<file path="src/rtl/sudoku_pkg.sv">
// Shared state codes and checker status codes for the Sudoku game controller.
package sudoku_pkg;

    typedef enum logic [2:0] {
        RECV_ROW  = 3'd0,
        RECV_COL  = 3'd1,
        CHK_POS   = 3'd2,
        RECV_VAL  = 3'd3,
        CHK_GAME  = 3'd4,
        GAME_WON  = 3'd5,
        GAME_LOST = 3'd6
    } state_t;

    localparam logic [1:0] ST_OK   = 2'b00;
    localparam logic [1:0] ST_DONE = 2'b01;
    localparam logic [1:0] ST_BAD  = 2'b10;
    localparam logic [1:0] ST_RSVD = 2'b11;

endpackage

</file>
<file path="src/rtl/sudoku_idle_timer.sv">
// Idle down-counter for partial-entry abort; expire pulses on the last idle cycle.
module sudoku_idle_timer #(
    parameter int TIMEOUT_CYC = 50_000_000
) (
    input  logic clk,
    input  logic rstn,
    input  logic run,
    input  logic clear,
    output logic expire
);

    localparam int CW = (TIMEOUT_CYC > 2) ? $clog2(TIMEOUT_CYC) : 1;
    localparam logic [CW-1:0] TC_LOAD = CW'(TIMEOUT_CYC - 1);

    logic [CW-1:0] cnt;

    always_ff @(posedge clk or negedge rstn) begin
        if (!rstn) begin
            cnt <= TC_LOAD;
        end else if (clear || !run || cnt == '0) begin
            cnt <= TC_LOAD;
        end else begin
            cnt <= cnt - 1'b1;
        end
    end

    assign expire = run && !clear && (cnt == '0);

endmodule

</file>
<file path="src/rtl/sudoku_game_ctrl.sv">
// Game-flow controller: row/col/val entry, checker handshakes, move/error accounting.
// Optional idle abort of partial entries when SUDOKU_TIMEOUT_EN is defined.
//   state     | meaning
//   RECV_ROW  | waiting for row key
//   RECV_COL  | waiting for column key
//   CHK_POS   | position checker request in flight
//   RECV_VAL  | waiting for value key
//   CHK_GAME  | game checker request in flight
//   GAME_WON  | terminal, board complete
//   GAME_LOST | terminal, error budget spent
module sudoku_game_ctrl
    import sudoku_pkg::*;
#(
    parameter int N          = 9,
    parameter int VW         = 4,
    parameter int MAX_ERRORS = 3,
    parameter int MOVE_W     = 8
`ifdef SUDOKU_TIMEOUT_EN
    ,
    parameter int TIMEOUT_CYC = 50_000_000
`endif
) (
    input  logic              clk,
    input  logic              rstn,
    input  logic              key_valid,
    input  logic [VW-1:0]     key_value,
    input  logic              clr,
    input  logic              new_game,
    input  logic              pos_ack,
    input  logic              pos_ok,
    input  logic              game_ack,
    input  logic [1:0]        game_status,
    output logic [2:0]        state,
    output logic [VW-1:0]     row,
    output logic [VW-1:0]     col,
    output logic [VW-1:0]     val,
    output logic              pos_req,
    output logic              game_req,
    output logic              board_we,
    output logic              key_reject,
    output logic [MOVE_W-1:0] move_cnt,
    output logic [7:0]        err_cnt,
    output logic              proto_err,
    output logic              timeout
);

    localparam logic [VW-1:0] N_KEY   = VW'(N);
    localparam logic [7:0]    ERR_MAX = 8'(MAX_ERRORS);

    state_t state_q, state_d;
    logic   key_in_range, key_acc, in_recv, timeout_hit, abort_entry;

    assign key_in_range = (key_value != '0) && (key_value <= N_KEY);
    assign key_acc      = key_valid && key_in_range;
    assign in_recv      = (state_q == RECV_ROW) || (state_q == RECV_COL) || (state_q == RECV_VAL);
    assign abort_entry  = clr || timeout_hit;

`ifdef SUDOKU_TIMEOUT_EN
    logic idle_run;
    assign idle_run = (state_q == RECV_COL) || (state_q == RECV_VAL);

    sudoku_idle_timer #(.TIMEOUT_CYC(TIMEOUT_CYC)) u_idle_timer (
        .clk    (clk),
        .rstn   (rstn),
        .run    (idle_run),
        .clear  (key_valid),
        .expire (timeout_hit)
    );
`else
    assign timeout_hit = 1'b0;
`endif

    always_ff @(posedge clk or negedge rstn) begin
        if (!rstn) state_q <= RECV_ROW;
        else       state_q <= state_d;
    end

    always_comb begin
        state_d = state_q;
        case (state_q)
            RECV_ROW:  if (key_acc) state_d = RECV_COL;
            RECV_COL:  if (abort_entry) state_d = RECV_ROW;
                       else if (key_acc) state_d = CHK_POS;
            CHK_POS:   if (pos_ack) state_d = pos_ok ? RECV_VAL : RECV_ROW;
            RECV_VAL:  if (abort_entry) state_d = RECV_ROW;
                       else if (key_acc) state_d = CHK_GAME;
            CHK_GAME: begin
                if (game_ack) begin
                    case (game_status)
                        ST_OK:   state_d = RECV_ROW;
                        ST_DONE: state_d = GAME_WON;
                        ST_BAD:  state_d = (err_cnt + 8'd1 == ERR_MAX) ? GAME_LOST : RECV_ROW;
                        default: state_d = CHK_GAME;
                    endcase
                end
            end
            GAME_WON, GAME_LOST: if (new_game) state_d = RECV_ROW;
            default:   state_d = RECV_ROW;
        endcase
    end

    always_comb begin
        pos_req    = (state_q == CHK_POS);
        game_req   = (state_q == CHK_GAME);
        key_reject = key_valid && in_recv && !key_in_range;
    end

    always_ff @(posedge clk or negedge rstn) begin
        if (!rstn) begin
            row       <= '0;
            col       <= '0;
            val       <= '0;
            move_cnt  <= '0;
            err_cnt   <= '0;
            proto_err <= 1'b0;
            board_we  <= 1'b0;
        end else begin
            board_we <= 1'b0;
            case (state_q)
                RECV_ROW: if (key_acc) row <= key_value;
                RECV_COL, RECV_VAL: begin
                    if (abort_entry) begin
                        row <= '0;
                        col <= '0;
                        val <= '0;
                    end else if (key_acc) begin
                        if (state_q == RECV_COL) col <= key_value;
                        else                     val <= key_value;
                    end
                end
                CHK_GAME: begin
                    if (game_ack) begin
                        case (game_status)
                            ST_OK, ST_DONE: begin
                                board_we <= 1'b1;
                                if (move_cnt != '1) move_cnt <= move_cnt + 1'b1;
                            end
                            ST_BAD:  err_cnt   <= err_cnt + 8'd1;
                            default: proto_err <= 1'b1;
                        endcase
                    end
                end
                GAME_WON, GAME_LOST: begin
                    if (new_game) begin
                        row       <= '0;
                        col       <= '0;
                        val       <= '0;
                        move_cnt  <= '0;
                        err_cnt   <= '0;
                        proto_err <= 1'b0;
                    end
                end
                default: ;
            endcase
        end
    end

    assign state   = state_q;
    assign timeout = timeout_hit;

endmodule
</file>
<file path="config.mk">
export PLATFORM = sky130hd
export DESIGN_NAME = sudoku_game_ctrl
export DESIGN_NICKNAME = d
export VERILOG_FILES = /design/src/rtl/sudoku_pkg.sv /design/src/rtl/sudoku_idle_timer.sv /design/src/rtl/sudoku_game_ctrl.sv
export SDC_FILE = /design/constraint.sdc
export NUM_CORES = 1
export LEC_CHECK = 0
export CAP_MARGIN = 20
export CELL_PAD_IN_SITES_DETAIL_PLACEMENT = 2
export CELL_PAD_IN_SITES_GLOBAL_PLACEMENT = 2
export CORE_MARGIN = 5
export CORE_UTILIZATION = 38
export CTS_BUF_LIST = sky130_fd_sc_hd__clkbuf_8
export DETAILED_ROUTE_END_ITERATION = 10
export DONT_BUFFER_PORTS = 1
export PLACE_DENSITY = 0.89
export SETUP_SLACK_MARGIN = 0.5
export SLEW_MARGIN = 20
export SYNTH_ARGS = -nofsm -noshare
export SYNTH_HDL_FRONTEND = slang
export SYNTH_SLANG_ARGS = --single-unit
export TNS_END_PERCENT = 20
</file>
<file path="constraint.sdc">
create_clock -name clk -period 2.65 [get_ports clk]
set_clock_uncertainty 0.15 [all_clocks]
set_input_delay 0.3975 -clock clk [delete_from_list [all_inputs] [get_ports clk]]
set_output_delay 0.3975 -clock clk [all_outputs]
set_load 0.01 [all_outputs]
</file>
==> After elaboration in Yosys (flattened, before gate mapping) <==
Cells that the tools add are included.
{ "totals": {"out_inout_bits": 37, "regBits": 33, "inputBits": 14} }
{ "classes": {"reduce_logical": 24, "eq_ne": 24, "magnitude_cmp": 1, "addsub": 2, "muxes": 39} }
{ "op_table": {"columns": ["cell", "n"], "rows": [
  ["two-way mux 8 bit", 6],
  ["two-way mux 4 bit", 9],
  ["one-hot mux 8 bit (2 select lines)", 2],
  ["two-way mux 3 bit", 9],
  ["AND reduction 4 bit", 5],
  ["one-hot mux 3 bit (6 select lines)", 1],
  ["adder 8 x 1 -> 8 bit (second input constant)", 2],
  ["one-hot mux 4 bit (2 select lines)", 2],
  ["inequality test 3 bit (second input constant)", 5],
  ["inequality test 2 bit (second input constant)", 6],
  ["one-hot mux 4 bit (3 select lines)", 1],
  ["equality test 3 bit (second input constant)", 3],
  ["one-hot mux 3 bit (3 select lines)", 1],
  ["equality test 8 x 2 -> 1 bit (second input constant)", 1],
  ["inequality test 8 bit (second input constant)", 1],
  ["equality test 3 x 2 -> 1 bit (second input constant)", 2],
  ["two-way mux 1 bit", 6],
  ["inequality test 2 x 1 -> 1 bit (second input constant)", 3],
  ["AND reduction 6 bit", 1],
  ["OR reduction 2 bit", 3],
  ["AND reduction 5 bit", 1],
  ["<= comparator 4 bit (second input constant)", 1],
  ["logical AND 1 bit", 4],
  ["nonzero test 2 bit", 2],
  ["other kinds (12)", 13]
]} }

==> Longest topological paths before layout <==
Gate-level depths: netlist (run 1).
{ "depth": {"ltp_word": 6, "depth_mapped": 7, "depth_no_buf": 6} }

==> Worst setup path after synthesis (run 1) <==
Ideal clock, no wire load.
{ "synth_timing": {"path_type": "reg2reg", "from": "register move_cnt[0]", "to": "register move_cnt[7]", "path_slack_ns": 0.661, "path_buffers": 0, "required_time_ns": 2.372, "stages_incl_launch_ff": 7, "setup_time_ns": 0.128, "arrival_time_ns": 1.710, "cell_sequence": "dfrtp_1 -> ha_1 -> and3_1 -> a41o_1 -> a211o_1 -> o21ai_0 -> o31ai_1"} }
{ "synth_via": {"elab_chain_len": 5, "word_cells_on_any_way": 8, "classes_between": "add/sub: 1; eq/ne: 2; mux: 4; reduce/logical: 1"} }
{ "synth_rtl": {"columns": ["item", "line_no", "text"], "rows": [
  ["from (decl)", "sudoku_game_ctrl.sv:41", "output logic [MOVE_W-1:0] move_cnt,"],
  ["from (signal assigned)", "sudoku_game_ctrl.sv:136", "if (move_cnt != '1) move_cnt <= move_cnt + 1'b1;"],
  ["adder 8 x 1 -> 8 bit", "sudoku_game_ctrl.sv:136", null],
  ["two-way mux 8 bit", "sudoku_game_ctrl.sv:136", null],
  ["two-way mux 8 bit", "sudoku_game_ctrl.sv:133", "case (game_status)"],
  ["two-way mux 8 bit", "sudoku_game_ctrl.sv:132", "if (game_ack) begin"],
  ["one-hot mux 8 bit (2 select lines)", "sudoku_game_ctrl.sv:119", "case (state_q)"]
]} }
Several ways; a longest one is shown, not always the timed one. The select of a mux whose other input is x is not followed.
A chain may end at the register's enable or synchronous reset.

==> Final worst setup path (run 1) <==
{ "layout_timing": {"from": "register state_q[1], in the netlist state[1]", "to": "output key_reject"} }
{ "layout_via": {"elab_chain_len": 5, "word_cells_on_any_way": 7, "classes_between": "eq/ne: 2; reduce/logical: 5"} }
{ "layout_rtl": {"columns": ["item", "line_no", "text"], "rows": [
  ["from (decl)", "sudoku_game_ctrl.sv:50", "state_t state_q, state_d;"],
  ["from (signal assigned)", "sudoku_game_ctrl.sv:75", "else state_q <= state_d;"],
  ["equality test 3 x 1 -> 1 bit / logical NOT 3 bit (equally long branches)", "sudoku_game_ctrl.sv:55", "assign in_recv = (state_q == RECV_ROW) || (state_q == RECV_COL) || (state_q == RECV_VAL);"],
  ["logical OR 1 bit", "sudoku_game_ctrl.sv:55", null],
  ["logical OR 1 bit (*)", "sudoku_game_ctrl.sv:55", null],
  ["logical AND 1 bit (*) (2 in a row)", "sudoku_game_ctrl.sv:105", "key_reject = key_valid && in_recv && !key_in_range;"],
  ["to (decl)", "sudoku_game_ctrl.sv:40", "output logic key_reject,"]
]} }
Every way passes the cells marked *; elsewhere a longest branch is shown, timed or not.

==> flow_summary.json, run 1 <==
{
  "nets": 237,
  "syn-num-nets": 228,
  "synth-edff-count": 0,
  "fmax_mhz": 472,
  "io_pins": 51,
  "ys_seq_area_share_pct": 43.5,
  "worstHoldPathType": "in2reg",
  "clk_pin_slew_worst_paths_ns": 0.07,
  "fp.dieW_microns": 80.7,
  "first_pass_iters": 4,
  "hpwlAfterDp_mm": 4.30,
  "min_to": "row[1]",
  "synth_area_leader_cell": "dfrtp_1",
  "finalCritPeriodShare_pct": 80.0,
  "path_cells": "buf_4, nor2b_1, nor2_1, nand2_1, a21oi_2",
  "layout_commonest_cell": "dfrtp_1",
  "max_stage_delay_ns": 0.48,
  "status": "finished clean",
  "timing_hold_violations_final": 0,
  "clock_sinks": 33,
  "timing.final.crit_period_ns": 2.12,
  "drt_iter0_drc": 88,
  "crit_arrival_ns": 1.57,
  "grt_pass1_wl_mm": 10.2,
  "maxSlewHeadroom_pct": 53.6,
  "dp.cells": 277,
  "cp_num_buf_inv": 1,
  "grt_start_max_net_pins": 34,
  "cts_buffers": 5,
  "ys_seq_elements": 33,
  "p_leak_nw": 0.856,
  "globalRoute.totalOverflow": 0,
  "synth-main-ff-cell": "dfrtp_1",
  "timing.final.max_slew_violations": 0,
  "avgViaCountPerCell": 6.20,
  "drive_gt1_share_pct": 17.6,
  "final_util_pct": 45.7,
  "r2r_slack_ns": 0.54,
  "r2r_end": "move_cnt[7]",
  "power.density_nw_per_um2": 923,
  "final.setup.worst_slack_ns": 0.531,
  "clock_latency_ns": 0.28,
  "reg2reg_depth": 6,
  "rsz0062_at_grt": "true",
  "rows": 25,
  "synth_area_leaders": "dfrtp_1 44%, o21ai_0 6.1%, a32o_1 4.2%",
  "peakVddDrop_uv": 345,
  "clockRootBuffer": "clkbuf_8",
  "ys_warn_count": 0,
  "syn_avg_cell_area_sq_um": 9.00,
  "r2r_start": "move_cnt[0]",
  "setup_viol": 0,
  "cts.path.max_buffers": 2,
  "synthesis.area_sq_um": 1900,
  "htreeDepth": 2,
  "synthesis.instances": 211,
  "ys_async_sr_fraction_pct": 100,
  "p_total_mw": 2.02,
  "final_cell_mix": "28 x dfrtp_1, 22 x o21ai_0, 21 x nand2_1, 18 x nor2_1, 13 x nand3_1",
  "path_class": "reg2out",
  "path_delay_family": "flip-flops",
  "fillers": 520,
  "max_cap_violations": 0,
  "tritoncts": "built",
  "post-route-drc-count": 0,
  "cpMaxStageDelayCell": "dfrtp_2",
  "antenna_found_initial": 0,
  "crit_fanout": 12,
  "pre_cts_ws_ns": 0.440,
  "layout.cells.non_filler": 288,
  "tightest_slew_ns": 0.689,
  "core_sq_um": 4790,
  "synthToLayoutAreaGrowth_pct": 15.3,
  "gr-usage-all-layers_pct": 20.4,
  "gp_congestion": 0.762,
  "setup_tns_ns": 0,
  "synth_cell_types": 49,
  "cts_setup_buffers": 0,
  "cp-start-kind": "flop",
  "routed_wl_mm": 6.67,
  "io_buffer_count": 0,
  "hold_start": "key_value[1]",
  "ant_nets": 0,
  "floorplan.initialDensity_pct": 39.7,
  "crit_path_end_kind": "output pin",
  "antennaDiodeCount": 0,
  "hold_depth": 1,
  "die_area_sq_um": 6510,
  "synth_top_area_share_pct": 43.5,
  "place_area_sq_um": 2000,
  "vias": 1786,
  "required_ns": 2.10,
  "detail_route.wl_per_cell_microns": 23.1,
  "die_h_microns": 80.7,
  "design_area_sq_um": 2190,
  "grt_pass1_vias": 1916,
  "hold_ws_ns": 0.0973
}
==> sequential cells by signal, indices dropped and copies added (netlist names) <==
name and cells:
board_we 1, state 3, proto_err 1, col 4
err_cnt 8, val 4, row 4, move_cnt 8
==> cells by family (layout without fill, tap and decap cells) <==
| family | after synthesis | after routing | synth area share, % |
|---|---|---|---|
| AO/OA/AOI/OAI | 70 | 71 | 25.2 |
| XOR/XNOR | 3 | 3 | 1.78 |
| adder cells (fa/ha/maj) | 3 | 3 | 1.98 |
| buffers and inverters | 15 | 24 | 3.43 |
| flip-flops | 33 | 33 | 43.5 |
| multiplexers | 4 | 4 | 2.18 |
| other | 1 | 1 | 0.198 |
| AND/OR/NAND/NOR | 82 | 82 | 21.7 |
==> metal layers <==
metal,vias up,GRT usage [%],routed length (microns)
li1,802,-,-
met1,939,25.4,2840
met2,37,34.6,3340
met3,8,6.17,385
met4,0,4.39,101
met5,-,0,0
==> area by class of cell <==
type	instances	area [sq um]	share of cell area, %
Tap cell	67	83.8	3.83
Timing Repair Buffer	10	90.1	4.12
Clock buffer	5	68.8	3.14
Clock inverter	3	13.8	0.629
Multi-Input combinational cell	164	1080	49.2
Inverter	6	22.5	1.03
Sequential cell	33	832	38.0
==> worst register-to-register path: stages, from the launching register on <==
cell and delay, ns:
dfrtp_2 0.48, ha_4 0.19, and3_2 0.21, a41o_4 0.31, a211o_4 0.35, o21ai_0 0.19
o31ai_1 0.10
==> power by group <==
part | internal (mW) | total, mW | switching (mW)
Clock | 0.178 | 0.373 | 0.195
Sequential | 0.631 | 0.854 | 0.224
Combinational | 0.308 | 0.793 | 0.484
==> cell usage after synthesis (all sizes together), types with 3 or more instances <==
cell and count:
dfrtp 33, o21ai 26, nand2 21, nor2 20, nand3 14, a21oi 8
a32o 8, o31ai 7, clkbuf 6, a31oi 5, and2 5, inv 5
a22o 4, nor3 4, buf 3, ha 3, mux2i 3, nand2b 3
nor2b 3, or4 3
==> how the worst max path moves through the flow <==
stage,startpoint,end,slack [ns],cells past startpoint
after floorplan,move_cnt[0],move_cnt[7],0.66,6
after global placement,move_cnt[0],move_cnt[7],0.56,6
after detailed placement,move_cnt[0],move_cnt[4],0.44,6
after CTS,move_cnt[0],move_cnt[5],0.43,6
after global routing,state[1],val[2],0.43,5
final,state[1],key_reject,0.53,5
==> what timing repair did <==
action                                  CTS  global route
resized for setup                         4            14
pin swaps                                 0             3
endpoints found under the setup margin    7            22
hold buffers                              2             0
endpoints found under the hold margin    33             0
gates cloned                              0             1
Note: power is estimated with default switching activity, not from simulation.
==> inputs of run 2 (changes only) <==
Settings changed: ABC_AREA set to 1, CORE_UTILIZATION 38 to 33, PLACE_DENSITY 0.89 to 0.87.
Clock period 2.65 ns to 1.9 ns, I/O delays scaled along.
==> run 2 against run 1 <==
Global-route usage is 0.088 points lower. Wire length is 12% higher. Setup slack worse by 0.43 ns. Synthesized cell count is 23% higher. Die area is 16% higher. Sequential cell count stayed put. Critical endpoint is now move_cnt[7]. Largest cell class unchanged.
==> flow_summary.json, run 2 <==
{
  "status": "finished clean",
  "worstHoldPathType": "in2reg",
  "rsz0062_at_grt": "true",
  "finalCritPeriodShare_pct": 94.7,
  "setup_viol": 0,
  "p_leak_nw": 1.22,
  "final_cell_mix": "81 x nand2_1, 21 x dfrtp_1, 19 x buf_4, 18 x inv_1, 17 x nor2_1",
  "io_buffer_count": 0,
  "syn_avg_cell_area_sq_um": 7.51,
  "timing_hold_violations_final": 0,
  "synth-main-ff-cell": "dfrtp_1",
  "synthSimpleGateAreaFrac_pct": 32.9,
  "ys_warn_count": 0,
  "routed_wl_mm": 7.49,
  "crit_fanout": 8,
  "synthAdderAreaFrac_pct": 1.92,
  "syn-num-nets": 277,
  "synth_compound_area_share_pct": 11.4,
  "drive_gt1_share_pct": 32.6,
  "path_class": "reg2reg",
  "drt_iter0_drc": 48,
  "grt_pass1_wl_mm": 12.0,
  "ys_seq_area_share_pct": 42.3,
  "floorplan.initialDensity_pct": 33.4,
  "pre_cts_ws_ns": 0.0581,
  "synth_area_leader_cell": "dfrtp_1",
  "fmax_mhz": 556,
  "synth_mux_area_share_pct": 0,
  "post-route-drc-count": 0,
  "layout_commonest_cell": "nand2_1",
  "first_pass_iters": 4,
  "antenna_found_initial": 0,
  "avgViaCountPerCell": 5.25,
  "tightest_slew_ns": 0.511,
  "synthesis.instances": 260,
  "gr-usage-all-layers_pct": 20.3,
  "cts_buffers": 5,
  "final.setup.worst_slack_ns": 0.101,
  "crit_arrival_ns": 1.83,
  "yosysMostFrequentCell": "nand2_1",
  "grt_pass1_vias": 2266,
  "hpwlAfterDp_mm": 4.95,
  "core_sq_um": 5850,
  "detail_route.wl_per_cell_microns": 20.6,
  "clk_pin_slew_worst_paths_ns": 0.07,
  "ys_async_sr_fraction_pct": 100,
  "synth_common_cells": "92 x nand2_1, 33 x dfrtp_1, 24 x nor2_1",
  "ant_nets": 0,
  "clock_sinks": 33,
  "nets": 305,
  "crit_path_end_kind": "flop",
  "synthToLayoutAreaGrowth_pct": 26.9,
  "synth_xor_area_share_pct": 4.04,
  "tritoncts": "built",
  "cts.path.max_buffers": 2,
  "die_h_microns": 86.9,
  "synth_top_area_share_pct": 42.3,
  "antennaDiodeCount": 0,
  "synth_area_leaders": "dfrtp_1 42%, nand2_1 18%, o21ai_0 4.6%",
  "synth-edff-count": 0,
  "power.density_nw_per_um2": 1640,
  "synth_top_family_by_area": "simple AND/OR/NAND/NOR gates",
  "die_area_sq_um": 7550,
  "setup_tns_ns": 0,
  "synth_cell_types": 29,
  "required_ns": 1.93,
  "grt_start_max_net_pins": 34,
  "io_pins": 51,
  "clockRootBuffer": "clkbuf_8",
  "rows": 28,
  "gp_congestion": 0.792,
  "timing.final.max_slew_violations": 0,
  "timing.final.crit_period_ns": 1.80,
  "maxSlewHeadroom_pct": 65.6,
  "max_cap_violations": 0,
  "synthesis.area_sq_um": 1950,
  "ys_seq_elements": 33,
  "peakVddDrop_uv": 542,
  "top_regs": "err_cnt: 8 flops, move_cnt: 8 flops",
  "globalRoute.totalOverflow": 0,
  "vias": 1904,
  "htreeDepth": 2,
  "clock_latency_ns": 0.28,
  "cp-start-kind": "flop",
  "fp.dieW_microns": 86.9
}
run 2: changes by cell type after synthesis, sizes merged, moves of 6 or more:
cell,previous run,this run
clkbuf,6,0
a32o,8,0
nor2,20,28
inv,5,24
nand2,21,96
run 2: stage by stage:
stage,power [mW],hold WS [ns],util (%),instance area (sq um),instances
final,4.05,0.0115,42.3,2480,363
after global routing,4.36,0.0125,42.3,2480,363
after CTS,3.96,0.00540,41.5,2430,363
after detailed placement,3.08,-0.160,36.5,2140,345
after global placement,2.96,-0.159,36.5,2140,345
after floorplan,2.51,-0.161,-,1980,260
run 2: power breakdown:
part           switching (mW)  internal, mW  leakage (nW)  total, mW
sequential              0.441          1.00         0.405       1.44
combinational            1.28         0.759         0.771       2.04
clock                   0.275         0.287        0.0433      0.562
run 2: kinds of logic after synthesis:
logic type	count (synthesis)
other cells	1
fa+ha+maj	3
compound gates	36
flops	33
buf+inv	29
xor+xnor	9
simple gates	149
run 2: timing repair:
action                     CTS  global route
hold buffers                 3             0
gates resized for setup     37            17
pin swaps                   14             9
buffers inserted             8             0
setup endpoints to repair   35            36
hold endpoints to repair    34             0
run 2: per-layer routing:
layer / part of all wire [%] / vias to the layer above / global-route usage, %
li1: - / 884 / -
met1: 40 / 959 / 23.6
met2: 53 / 49 / 37.7
met3: 5.1 / 12 / 4.45
met4: 1.8 / 0 / 4.67
met5: 0 / - / 0
run 2: path summary, 6_finish.rpt:
check / cells past startpoint / end / startpoint / slack (ns)
worst max-delay path: 7 / move_cnt[7] / state[1] / 0.10
worst max register to register: 7 / move_cnt[7] / state[1] / 0.10
max in group asynchronous: 2 / state[0] / rstn / 1.08
min in group asynchronous: 2 / proto_err / rstn / 0.32
worst min-delay path: 2 / row[3] / key_value[3] / 0.01
worst min register to register: 2 / row[1] / row[1] / 0.43
run 2: cell type report:
| class | instances | area, sq um |
|---|---|---|
| Clock buffer | 6 | 82.6 |
| Clock inverter | 1 | 7.51 |
| Fill cell | 660 | 3370 |
| Inverter | 24 | 95.1 |
| Multi-Input combinational cell | 198 | 1130 |
| Sequential cell | 33 | 841 |
| Tap cell | 75 | 93.8 |
| Timing Repair Buffer | 26 | 228 |
run 2: critical path, cell delays in order, from the launching register on:
cell and delay (ns):
dfrtp_2 0.47, nor2_4 0.20, nor2_4 0.07, nand2_2 0.18, inv_1 0.21, nor2_1 0.19
nand2_1 0.09, o21ai_0 0.13
==> inputs of run 3 (changes only) <==
Settings changed: PLACE_DENSITY 0.87 to 0.79.
==> run 3 against run 2 <==
Maximum frequency down 0.69%. Critical path depth rose by 3. First-iteration DRC count down 27%. Critical path type unchanged. Clock power rose by 9.1%. Via count increased by 1.7%. Setup slack lost 0.012 ns. Count of clock-buffer cells in the layout grew 1. Global-route usage decreased by 0.55 points. Cell area rose by 7.0%.
==> flow_summary.json, run 3 (same netlist as run 2, synthesis figures left out) <==
{
  "power.density_nw_per_um2": 1620,
  "final_cell_mix": "83 x nand2_1, 24 x dfrtp_1, 24 x buf_4, 18 x inv_1, 14 x o21ai_0",
  "clock_sinks": 33,
  "gr-usage-all-layers_pct": 19.8,
  "rsz0062_at_grt": "true",
  "routed_wl_mm": 7.87,
  "synthToLayoutAreaGrowth_pct": 35.8,
  "nets": 313,
  "startpoint": "err_cnt[5]",
  "antenna_found_initial": 0,
  "clockRootBuffer": "clkbuf_8",
  "r2r_slack_ns": 0.09,
  "crit_fanout": 5,
  "top_regs": "err_cnt: 8 flops, move_cnt: 8 flops",
  "detail_route.wl_per_cell_microns": 21.1,
  "ant_nets": 0,
  "final_util_pct": 45.3,
  "finalCritPeriodShare_pct": 95.3,
  "fmax_mhz": 552,
  "rows": 28,
  "p_leak_nw": 1.29,
  "path_delay_family": "simple AND/OR/NAND/NOR gates",
  "grt_pass1_vias": 2161,
  "core_sq_um": 5850,
  "vias": 1937,
  "dp.cells": 342,
  "die_area_sq_um": 7550,
  "fp.dieW_microns": 86.9,
  "cts_buffers": 5,
  "cpMaxStageDelayCell": "dfrtp_1",
  "layout.cells.non_filler": 372,
  "drt_iter0_drc": 35,
  "hpwlAfterDp_mm": 4.72,
  "drive_gt1_share_pct": 35.7,
  "antennaDiodeCount": 0,
  "maxSlewHeadroom_pct": 57.5,
  "gp_congestion": 0.753,
  "max_stage_delay_ns": 0.48,
  "cp-start-kind": "flop",
  "tightest_slew_ns": 0.630,
  "crit_arrival_ns": 1.89,
  "cp_num_buf_inv": 0,
  "globalRoute.totalOverflow": 0,
  "htreeDepth": 2,
  "path_cells": "nand2_1, nor2_1, nand2_1, nand2_1, nand2_1, nor2_1, nand3_2, nand2_1, nand2_1, nand2_1",
  "crit_path_end_kind": "flop",
  "r2r_start": "err_cnt[5]",
  "avgViaCountPerCell": 5.21,
  "crit_path_end": "state[2]",
  "floorplan.initialDensity_pct": 33.4,
  "r2r_end": "state[2]",
  "tritoncts": "built",
  "first_pass_iters": 4,
  "worstHoldPathType": "in2reg",
  "hold_ws_ns": 0.00748,
  "status": "finished clean",
  "timing.final.max_slew_violations": 0,
  "peakVddDrop_uv": 497,
  "post-route-drc-count": 0,
  "max_cap_violations": 0,
  "path_class": "reg2reg",
  "cts.path.max_buffers": 2,
  "die_h_microns": 86.9,
  "layout_commonest_cell": "nand2_1",
  "design_area_sq_um": 2650,
  "io_buffer_count": 0,
  "cp_common_cell": "nand2_1",
  "crit_cells": 10,
  "reg2reg_depth": 10,
  "clk_pin_slew_worst_paths_ns": 0.08,
  "io_pins": 51,
  "grt_pass1_wl_mm": 11.5,
  "clock_latency_ns": 0.29,
  "grt_start_max_net_pins": 34,
  "place_area_sq_um": 2120,
  "timing_hold_violations_final": 0,
  "timing.final.crit_period_ns": 1.81,
  "setup_viol": 0,
  "required_ns": 1.98
}
[run 3: cell types whose count changed in the layout (fill, tap and decap cells not counted), sizes merged]
cell,delta
buf,+7
clkbuf,+1
clkinv,+1
dlygate4sd3,+1
inv,-1
[run 3: area by class of cell]
cell class / instances / area, sq um
clock buffers: 7 / 96.3
multi-input cells: 198 / 1210
inverters: 24 / 98.8
fillers: 659 / 3200
flip-flops and latches: 33 / 837
repair buffers: 34 / 305
clock inverters: 1 / 5.00
well taps: 75 / 93.8
[run 3: worst min-delay path, stage by stage]
cell,delay [ns]
nor2_2,0.03
nand2_1,0.05
nand2_1,0.04
[run 3: worst min path at each step]
stage                          end  slack [ns]  startpoint  depth (start not counted)
after global placement    state[0]       -0.16        rstn                          0
after floorplan           board_we       -0.16        rstn                          0
after CTS                   val[2]       0.006         clr                          3
after global routing        val[1]       0.004         clr                          3
final                       val[2]       0.007         clr                          3
after detailed placement  state[0]       -0.16        rstn                          0
[run 3: report_power, final]
| group | switching (mW) | internal (mW) |
|---|---|---|
| Sequential | 0.471 | 0.996 |
| Clock | 0.285 | 0.328 |
| Combinational | 1.36 | 0.853 |
| Total | 2.12 | 2.18 |
[run 3: metrics by stage]
step | TNS (ns) | power [mW] | setup slack (ns)
4_1_cts | 0 | 3.99 | 0.173
5_1_grt | -0.0757 | 4.64 | -0.0513
2_1_floorplan | 0 | 2.51 | 0.374
3_5_place_dp | 0 | 3.06 | 0.110
6_report | 0 | 4.29 | 0.0889
3_3_place_gp | 0 | 2.95 | 0.148
[run 3: repair_timing]
action	4_1_cts	5_1_grt
hold buffers	4	0
setup endpoints to repair	35	38
resized for setup	36	34
endpoints found under the hold margin	35	0
pin swaps	10	15
setup buffers	11	7
[run 3: routing by layer]
metal  share of wire (%)  global-route usage [%]  routed length (microns)  vias up
met1                  40                    22.8                     3140      971
met5                   0                       0                        0        -
met2                  52                    35.0                     4070       48
met4                 3.1                    5.67                      244        0
li1                    -                       -                        -      901
met3                 5.3                    6.15                      415       17
